**config.mk**
```make
export PLATFORM = sky130hd
export DESIGN_NAME = udp_tx_framer
export DESIGN_NICKNAME = d
export VERILOG_FILES = /design/src/rtl/udp_tx_pkg.sv /design/src/rtl/udp_tx_framer.sv
export SDC_FILE = /design/constraint.sdc
export NUM_CORES = 1
export LEC_CHECK = 0
export ABC_AREA = 1
export CAP_MARGIN = 10
export CELL_PAD_IN_SITES_DETAIL_PLACEMENT = 1
export CELL_PAD_IN_SITES_GLOBAL_PLACEMENT = 1
export CORE_MARGIN = 2
export CORE_UTILIZATION = 39
export DETAILED_ROUTE_END_ITERATION = 8
export GPL_TIMING_DRIVEN = 0
export PLACE_DENSITY_LB_ADDON = 0.1
export SLEW_MARGIN = 20
export SYNTH_ARGS = -nofsm -noshare
export SYNTH_HDL_FRONTEND = slang
export SYNTH_SLANG_ARGS = --single-unit
```
**constraint.sdc**
```tcl
create_clock -name clk -period 2.9 [get_ports clk]
set_clock_uncertainty 0.15 [all_clocks]
set_input_delay 0.435 -clock clk [delete_from_list [all_inputs] [get_ports clk]]
set_output_delay 0.435 -clock clk [all_outputs]
set_load 0.03 [all_outputs]
```
**src/rtl/udp_tx_pkg.sv**
```systemverilog
`default_nettype none
// ============================================================================
// Module      : udp_tx_pkg
// Description : Shared types, constants and byte-ordering helpers for the
//               UDP transmit framer.
//                 - udp_tx_state_e : framer state encoding
//                 - UDP_HDR_BYTES  : UDP header size in bytes
//                 - be32_to_bytes  : 32-bit word -> 4 bytes in wire order,
//                                    with wire byte 0 placed in bits [7:0]
//                 - udp_len        : UDP length field for n payload words
// Revision    : 1.0 - initial release
// ============================================================================
package udp_tx_pkg;

    typedef enum logic [1:0] {
        IDLE    = 2'd0,
        HDR     = 2'd1,
        PAYLOAD = 2'd2,
        DRAIN   = 2'd3
    } udp_tx_state_e;

    localparam int UDP_HDR_BYTES = 8;

    // Network order is big-endian, while the stream puts byte 0 in the
    // least significant lane, so the most significant byte lands in [7:0].
    function automatic logic [31:0] be32_to_bytes(input logic [31:0] w);
        return {w[7:0], w[15:8], w[23:16], w[31:24]};
    endfunction

    function automatic logic [15:0] udp_len(input int n);
        return 16'(UDP_HDR_BYTES + 4 * n);
    endfunction

endpackage
`default_nettype wire

```
**src/rtl/udp_tx_framer.sv**
```systemverilog
`default_nettype none
// ============================================================================
// Module      : udp_tx_framer
// Description : Packs N_WORDS 32-bit result words into one UDP datagram
//               (8-byte header, zero checksum, then payload) and emits it on
//               a 64-bit AXI-Stream master with tkeep/tlast.
// Ports       : clk, rstn (async, active low)
//               src_port/dst_port : UDP ports, sampled when a datagram starts
//               in_data/in_valid/in_ready : payload word handshake
//               m_tdata/m_tkeep/m_tlast/m_tvalid/m_tready : output stream
//               dgram_cnt : completed datagrams, free-running wrap
// Revision    : 1.0 - initial release
// ============================================================================
module udp_tx_framer
    import udp_tx_pkg::*;
#(
    parameter int N_WORDS = 4
) (
    input  logic        clk,
    input  logic        rstn,
    input  logic [15:0] src_port,
    input  logic [15:0] dst_port,
    input  logic [31:0] in_data,
    input  logic        in_valid,
    output logic        in_ready,
    output logic [63:0] m_tdata,
    output logic [7:0]  m_tkeep,
    output logic        m_tlast,
    output logic        m_tvalid,
    input  logic        m_tready,
    output logic [31:0] dgram_cnt
);

    localparam int                  c_word_w   = $clog2(N_WORDS + 1);
    localparam logic [c_word_w-1:0] c_last_idx = c_word_w'(N_WORDS - 1);
    localparam logic [15:0]         c_udp_len  = udp_len(N_WORDS);

    udp_tx_state_e        r_state;
    udp_tx_state_e        w_state_next;
    logic [c_word_w-1:0]  r_word_cnt;
    logic                 r_half;
    logic [31:0]          r_lo;
    logic [63:0]          r_tdata;
    logic [7:0]           r_tkeep;
    logic                 r_tlast;
    logic                 r_tvalid;
    logic [31:0]          r_dgram_cnt;

    logic w_out_free;
    logic w_out_hs;
    logic w_last_word;
    logic w_emit;
    logic w_in_ready;
    logic w_load_hdr;
    logic w_accept;

    assign w_out_free  = !r_tvalid || m_tready;
    assign w_out_hs    = r_tvalid && m_tready;
    assign w_last_word = (r_word_cnt == c_last_idx);
    // A word produces an output beat when it completes a pair, or when it is
    // the unpaired final word of an odd-length datagram.
    assign w_emit      = r_half || w_last_word;
    assign w_accept    = (r_state == PAYLOAD) && in_valid && w_in_ready;

    // ------------------------------------------------------------------
    // State register
    // ------------------------------------------------------------------
    always_ff @(posedge clk or negedge rstn) begin
        if (!rstn) begin
            r_state <= IDLE;
        end else begin
            r_state <= w_state_next;
        end
    end

    // ------------------------------------------------------------------
    // Next-state and handshake decode
    // ------------------------------------------------------------------
    always_comb begin
        w_state_next = r_state;
        w_in_ready   = 1'b0;
        w_load_hdr   = 1'b0;
        case (r_state)
            IDLE: begin
                // The first word only triggers the header; it is consumed
                // later in PAYLOAD.
                if (in_valid && w_out_free) begin
                    w_load_hdr   = 1'b1;
                    w_state_next = HDR;
                end
            end
            HDR: begin
                if (w_out_hs) begin
                    w_state_next = PAYLOAD;
                end
            end
            PAYLOAD: begin
                // Parking the first word of a pair in r_lo needs no output
                // slot, so it is accepted even while the stream is stalled.
                w_in_ready = w_emit ? w_out_free : 1'b1;
                if (in_valid && w_in_ready && w_last_word) begin
                    w_state_next = DRAIN;
                end
            end
            DRAIN: begin
                if (w_out_hs) begin
                    w_state_next = IDLE;
                end
            end
            default: w_state_next = IDLE;
        endcase
    end

    // ------------------------------------------------------------------
    // Datapath: output register, pair buffer, counters
    // ------------------------------------------------------------------
    always_ff @(posedge clk or negedge rstn) begin
        if (!rstn) begin
            r_word_cnt  <= '0;
            r_half      <= 1'b0;
            r_lo        <= 32'h0;
            r_tdata     <= 64'h0;
            r_tkeep     <= 8'h00;
            r_tlast     <= 1'b0;
            r_tvalid    <= 1'b0;
            r_dgram_cnt <= 32'h0;
        end else begin
            if (w_out_hs) begin
                r_tvalid <= 1'b0;
                r_tlast  <= 1'b0;
            end

            if (w_load_hdr) begin
                // Wire bytes 0..7: src, dst, len (all big-endian), checksum 0.
                r_tdata    <= {be32_to_bytes({c_udp_len, 16'h0000}),
                               be32_to_bytes({src_port, dst_port})};
                r_tkeep    <= 8'hFF;
                r_tlast    <= 1'b0;
                r_tvalid   <= 1'b1;
                r_word_cnt <= '0;
                r_half     <= 1'b0;
            end

            if (w_accept) begin
                r_word_cnt <= r_word_cnt + c_word_w'(1);
                if (w_emit) begin
                    r_tdata  <= r_half ? {be32_to_bytes(in_data), be32_to_bytes(r_lo)}
                                       : {32'h0, be32_to_bytes(in_data)};
                    r_tkeep  <= r_half ? 8'hFF : 8'h0F;
                    r_tlast  <= w_last_word;
                    r_tvalid <= 1'b1;
                    r_half   <= 1'b0;
                end else begin
                    r_lo   <= in_data;
                    r_half <= 1'b1;
                end
            end

            if ((r_state == DRAIN) && w_out_hs) begin
                r_dgram_cnt <= r_dgram_cnt + 32'd1;
            end
        end
    end

    assign in_ready  = w_in_ready;
    assign m_tdata   = r_tdata;
    assign m_tkeep   = r_tkeep;
    assign m_tlast   = r_tlast;
    assign m_tvalid  = r_tvalid;
    assign dgram_cnt = r_dgram_cnt;

endmodule
`default_nettype wire
```
-- Word-level counts from Yosys, hierarchy flattened
Cells that the tools add are included.
W data, S select, Z words.
- $add $sub $neg: 2
- multipliers: 0
- $lt $le $gt $ge: 0
- reduce and logical (&&, ||, !) cells: 14
- bitwise logic cells: 1
- multiplexer cells: 30
- shift operators: 0
- equality and inequality tests: 8
- divide/modulo/power cells: 0
- operators by type and width (operator ; count):
    $mux W64 ; 4
    $add A32 B1 Y32 const B ; 1
    $mux W8 ; 4
    $mux W1 ; 15
    $mux W2 ; 4
    $pmux W2 S4 ; 1
    $logic_and A1 B1 Y1 ; 7
    $mux W3 ; 2
    $ne A2 B2 Y1 const B ; 3
    $eq A2 B2 Y1 const B ; 2
    $reduce_and A4 Y1 ; 1
    $add A3 B1 Y3 const B ; 1
    $eq A3 B2 Y1 const B ; 1
    $eq A2 B1 Y1 const B ; 1
    $logic_not A2 Y1 ; 1
    $logic_or A1 B1 Y1 ; 2
    $ne A2 B1 Y1 const B ; 1
    $reduce_and A2 Y1 ; 1
    $reduce_bool A2 Y1 ; 1
    $logic_not A1 Y1 ; 1
    $not A1 Y1 ; 1
- RAM bits: 0
- memories kept: 0
- output and inout port bits: 107
- flip-flop bits (word level): 144
- ROM bits: 0
- latch bits: 0
- logic and storage cells: 64
- input bits: 68

-- Depth between registers and ports, before layout
- depth after elaboration: 8
- gate-level depth with buffers: 12
- gate-level depth less buffers: 12

-- Worst setup path before layout
OpenSTA, ideal clock, no wires.
- path type: register to register
- from: register r_word_cnt[0]
- to: register r_lo[24]
- cell stages (with the launch flop): 13
- setup time: 0.118 ns
- required time: 2.632 ns
- buffers on the path: 2
- setup slack: 0.982 ns
- arrival time: 1.651 ns
- period minus slack after synthesis: 1.918 ns
- cells stage by stage: dfrtp_1 ha_1 ha_1 inv_2 nand2_2 nand2_1 nand2_2 nor2_8 nand3_2 buf_6 buf_6 nand2_1 o21ai_2
- word-level cells in the longest chain between the ends: 6
- ends and longest elaborated chain (item ; RTL line ; text):
    start: declaration ; udp_tx_framer.sv:40 ; logic [c_word_w-1:0] r_word_cnt;
    start signal: assignment ; udp_tx_framer.sv:145 ; r_word_cnt <= r_word_cnt + c_word_w'(1);
    $eq A3 B2 Y1 * ; udp_tx_framer.sv:59 ; assign w_last_word = (r_word_cnt == c_last_idx);
    $logic_or A1 B1 Y1 * ; udp_tx_framer.sv:62 ; assign w_emit = r_half || w_last_word;
    $mux W1 ; udp_tx_framer.sv:100 ; w_in_ready = w_emit ? w_out_free : 1'b1;
    $mux W1 ; udp_tx_framer.sv:83 ; case (r_state)
    $logic_and A1 B1 Y1 ; udp_tx_framer.sv:63 ; assign w_accept = (r_state == PAYLOAD) && in_valid && w_in_ready;
    $reduce_and A2 Y1 (no line) * ; n/a ;
    end signal: assignment ; udp_tx_framer.sv:154 ; r_lo <= in_data;
    end: declaration ; udp_tx_framer.sv:42 ; logic [31:0] r_lo;
Every way passes the cells marked *; elsewhere a longest branch is shown, timed or not.
A chain may end at the register's enable or synchronous reset.

-- Final worst setup path
- from: register r_word_cnt[0]
- to: output in_ready
- word-level cells in the longest chain between the ends: 4
- ends and longest elaborated chain (item ; RTL line ; text):
    $eq A3 B2 Y1 ; udp_tx_framer.sv:59 ;
    $logic_or A1 B1 Y1 ; udp_tx_framer.sv:62 ;
    $mux W1 ; udp_tx_framer.sv:100 ;
    $mux W1 ; udp_tx_framer.sv:83 ;
    end: declaration ; udp_tx_framer.sv:25 ; output logic in_ready,
Every way passes these cells.

==> out/results.tsv <==
metric	value	unit
maxCapViolCount	0	
grt_pass1_wl	35100	um
r2r-start	r_word_cnt[0]$_DFFE_PN0P_	
post-cts-setup-buffers	0	
io_buffers	174	
gp_congestion	0.846	
slew_viol_final	0	
cts.sinks	144	
place_inst	1243	
crit_buf_inv	3	
fillers	2086	
switching_share	39.7	%
start_kind	flip-flop	
grt_max_degree	83	
core_region_area	0.0174	mm2
postRouteAntennaNets	0	
hold_path_class	flip-flop to flip-flop	
area_delta_synth_final	38.6	%
overflow	0	
seq_area_frac_synth	51.9	%
final_cell_mix	nand2_1 (250), clkdlybuf4s50_1 (172), dfrtp_1 (144)	
post-route-drc-count	0	
drive_gt1_share	9.44	%
critPathCaptureType	output pin	
pwr-share-seq	32.7	%
ys_warn_count	0	
cts_buffers	17	
die-area	0.0189	mm2
cts-root-buf	clkbuf_16	
fin_util	55.5	%
ir_drop	0.509	mV
clockBufferDepth	2	
finalSetupViolCount	0	
fin_crit_sh	90.4	%
worst_path_max_delay_cell	dfrtp_1	
crit_chain	ha_1 > ha_1 > inv_2 > nand2_2 > nand2_1 > nand2_2 > inv_1 > dlygate4sd2_1	
syn_inst	843	
nNetsFinal	1114	
die_w	137	um
p_per_area	976	mW/mm2
clk_latency	0.42	ns
cts_tree	yes	
rows	48	
p_sw	3730	uW
fp.dieH	137	um
syn_area_per_cell	8.24	um2
final_area	0.00963	mm2
wirelength	21600	um
tns	0	ns
max_stage_delay	0.40	ns
start_util	40.0	%
pwr-share-clk	24.6	%
hold_violations	0	
rsz0062_at_grt	no	
dp_hpwl	15900	um
cp_max_fo	3	
num_vias	6361	
firstDrtPassIters	4	
syn_area	0.00694	mm2
path_class	flip-flop to output pin	
antenna_found_initial	0	
dpl_cell_area	0.00900	mm2
p_comb_share	42.7	%
syn_nets	919	
clkTransAtPathRegs	0.06	ns
min_period	2.62	ns
internal-power	5660	uW
htree_levels	4	
startpoint	r_word_cnt[0]$_DFFE_PN0P_	
synth_seq_cells	144	
synth_cell_types	31	
cp.arrival	2.04	ns
cp_top_family	buffers and inverters	
final_common_cell	nand2_1	
stdcell_count	1274	
required	2.32	ns
slew-limit-headroom	57.0	%
p_leak	0.00458	uW
fmax	0.381	GHz
vias_per_cell	4.99	
grt_pass1_vias	6762	
drtIter0Drc	245	
tightest_slew	0.644	ns
top_level_ports	175	
status	finished clean	
hold_start	m_tkeep[0]$_DFF_PN0_	
grt_usage	24.3	%
avgRoutedWirePerCell	17.0	um
diodes	0	
==> final timing paths <==
| check | end | slack, ns | cells past startpoint |
|---|---|---|---|
| worst min-delay path | m_tkeep[0]$_DFF_PN0_ | 0.32 | 1 |
| worst min register to register | m_tkeep[0]$_DFF_PN0_ | 0.32 | 1 |
| worst max-delay path | in_ready | 0.28 | 8 |
| min in group asynchronous | m_tkeep[3]$_DFF_PN0_ | 0.45 | 2 |
| worst max register to register | m_tdata[47]$_DFF_PN0_ | 0.63 | 10 |
| max in group asynchronous | m_tdata[30]$_DFF_PN0_ | 1.39 | 3 |
==> Yosys cell counts, drive strengths merged <==
cell,n,area (um2)
a21oi,1,5.00
and2,1,6.26
buf,30,205
clkbuf,8,30.0
dfrtp,144,3600
ha,8,100
inv,107,404
nand2,255,975
nand3,48,250
nand3b,3,22.5
nand4,8,50.1
nor2,43,185
nor3,4,20.0
o21ai,154,850
o21bai,1,7.51
o22ai,2,12.5
or2,4,25.0
xnor2,11,96.3
xor2,11,96.3
==> layer usage <==
metal	global-route usage, %	share of wire [%]	up-vias	routed length [um]
li1	-	-	3051	-
met1	31.1	44	3130	9590
met2	42.1	50	147	10900
met3	3.94	3.8	33	817
met4	7.45	1.7	0	374
met5	0	0	-	0
==> cell families after synthesis <==
group,synth area share (%)
simple gates,22.1
compound gates,12.6
buf+inv,9.21
flops,51.9
xor+xnor,2.77
fa+ha+maj,1.44
==> area by class of cell <==
type | count | area [um2] | share of cell area [%]
flip-flops and latches | 144 | 3600 | 37.4
clock inverters | 11 | 164 | 1.70
inverters | 107 | 404 | 4.20
well taps | 225 | 282 | 2.92
clock buffers | 19 | 453 | 4.71
multi-input cells | 554 | 2700 | 28.1
repair buffers | 176 | 1780 | 18.5
plain buffers | 38 | 235 | 2.44
==> sequential cells by signal (all words and copies together), names as in the netlist, 2 cells and up <==
| register | flops |
|---|---|
| m_tdata | 64 |
| r_state | 2 |
| r_lo | 32 |
| r_word_cnt | 3 |
| m_tkeep | 8 |
| dgram_cnt | 32 |
==> power groups by stage <==
stage                     clock network [uW]  logic [uW]  registers, uW
after global routing                    2430        4420           3140
after global placement                     0        3900           3070
after floorplan                            0        1690           3790
after detailed placement                   0        4020           3080
final                                   2320        4010           3070
after CTS                               2350        4060           3070
==> stage by stage <==
step                power [uW]  hold WS, ns  worst slack [ns]
floorplan                 5480      -0.0106             0.982
global placement          6980        0.308             -4.95
detailed placement        7100        0.307             0.364
CTS                       9470        0.326             0.248
global route              9990        0.342             0.149
finish                    9400        0.320             0.278
==> timing repair <==
| action | CTS | global route |
|---|---|---|
| endpoints found under the setup margin | 1 | 0 |
| gates resized for setup | 1 | 0 |
| hold buffers | 1 | 0 |
| endpoints found under the hold margin | 81 | 0 |
Note: power is estimated with default switching activity, not from simulation.
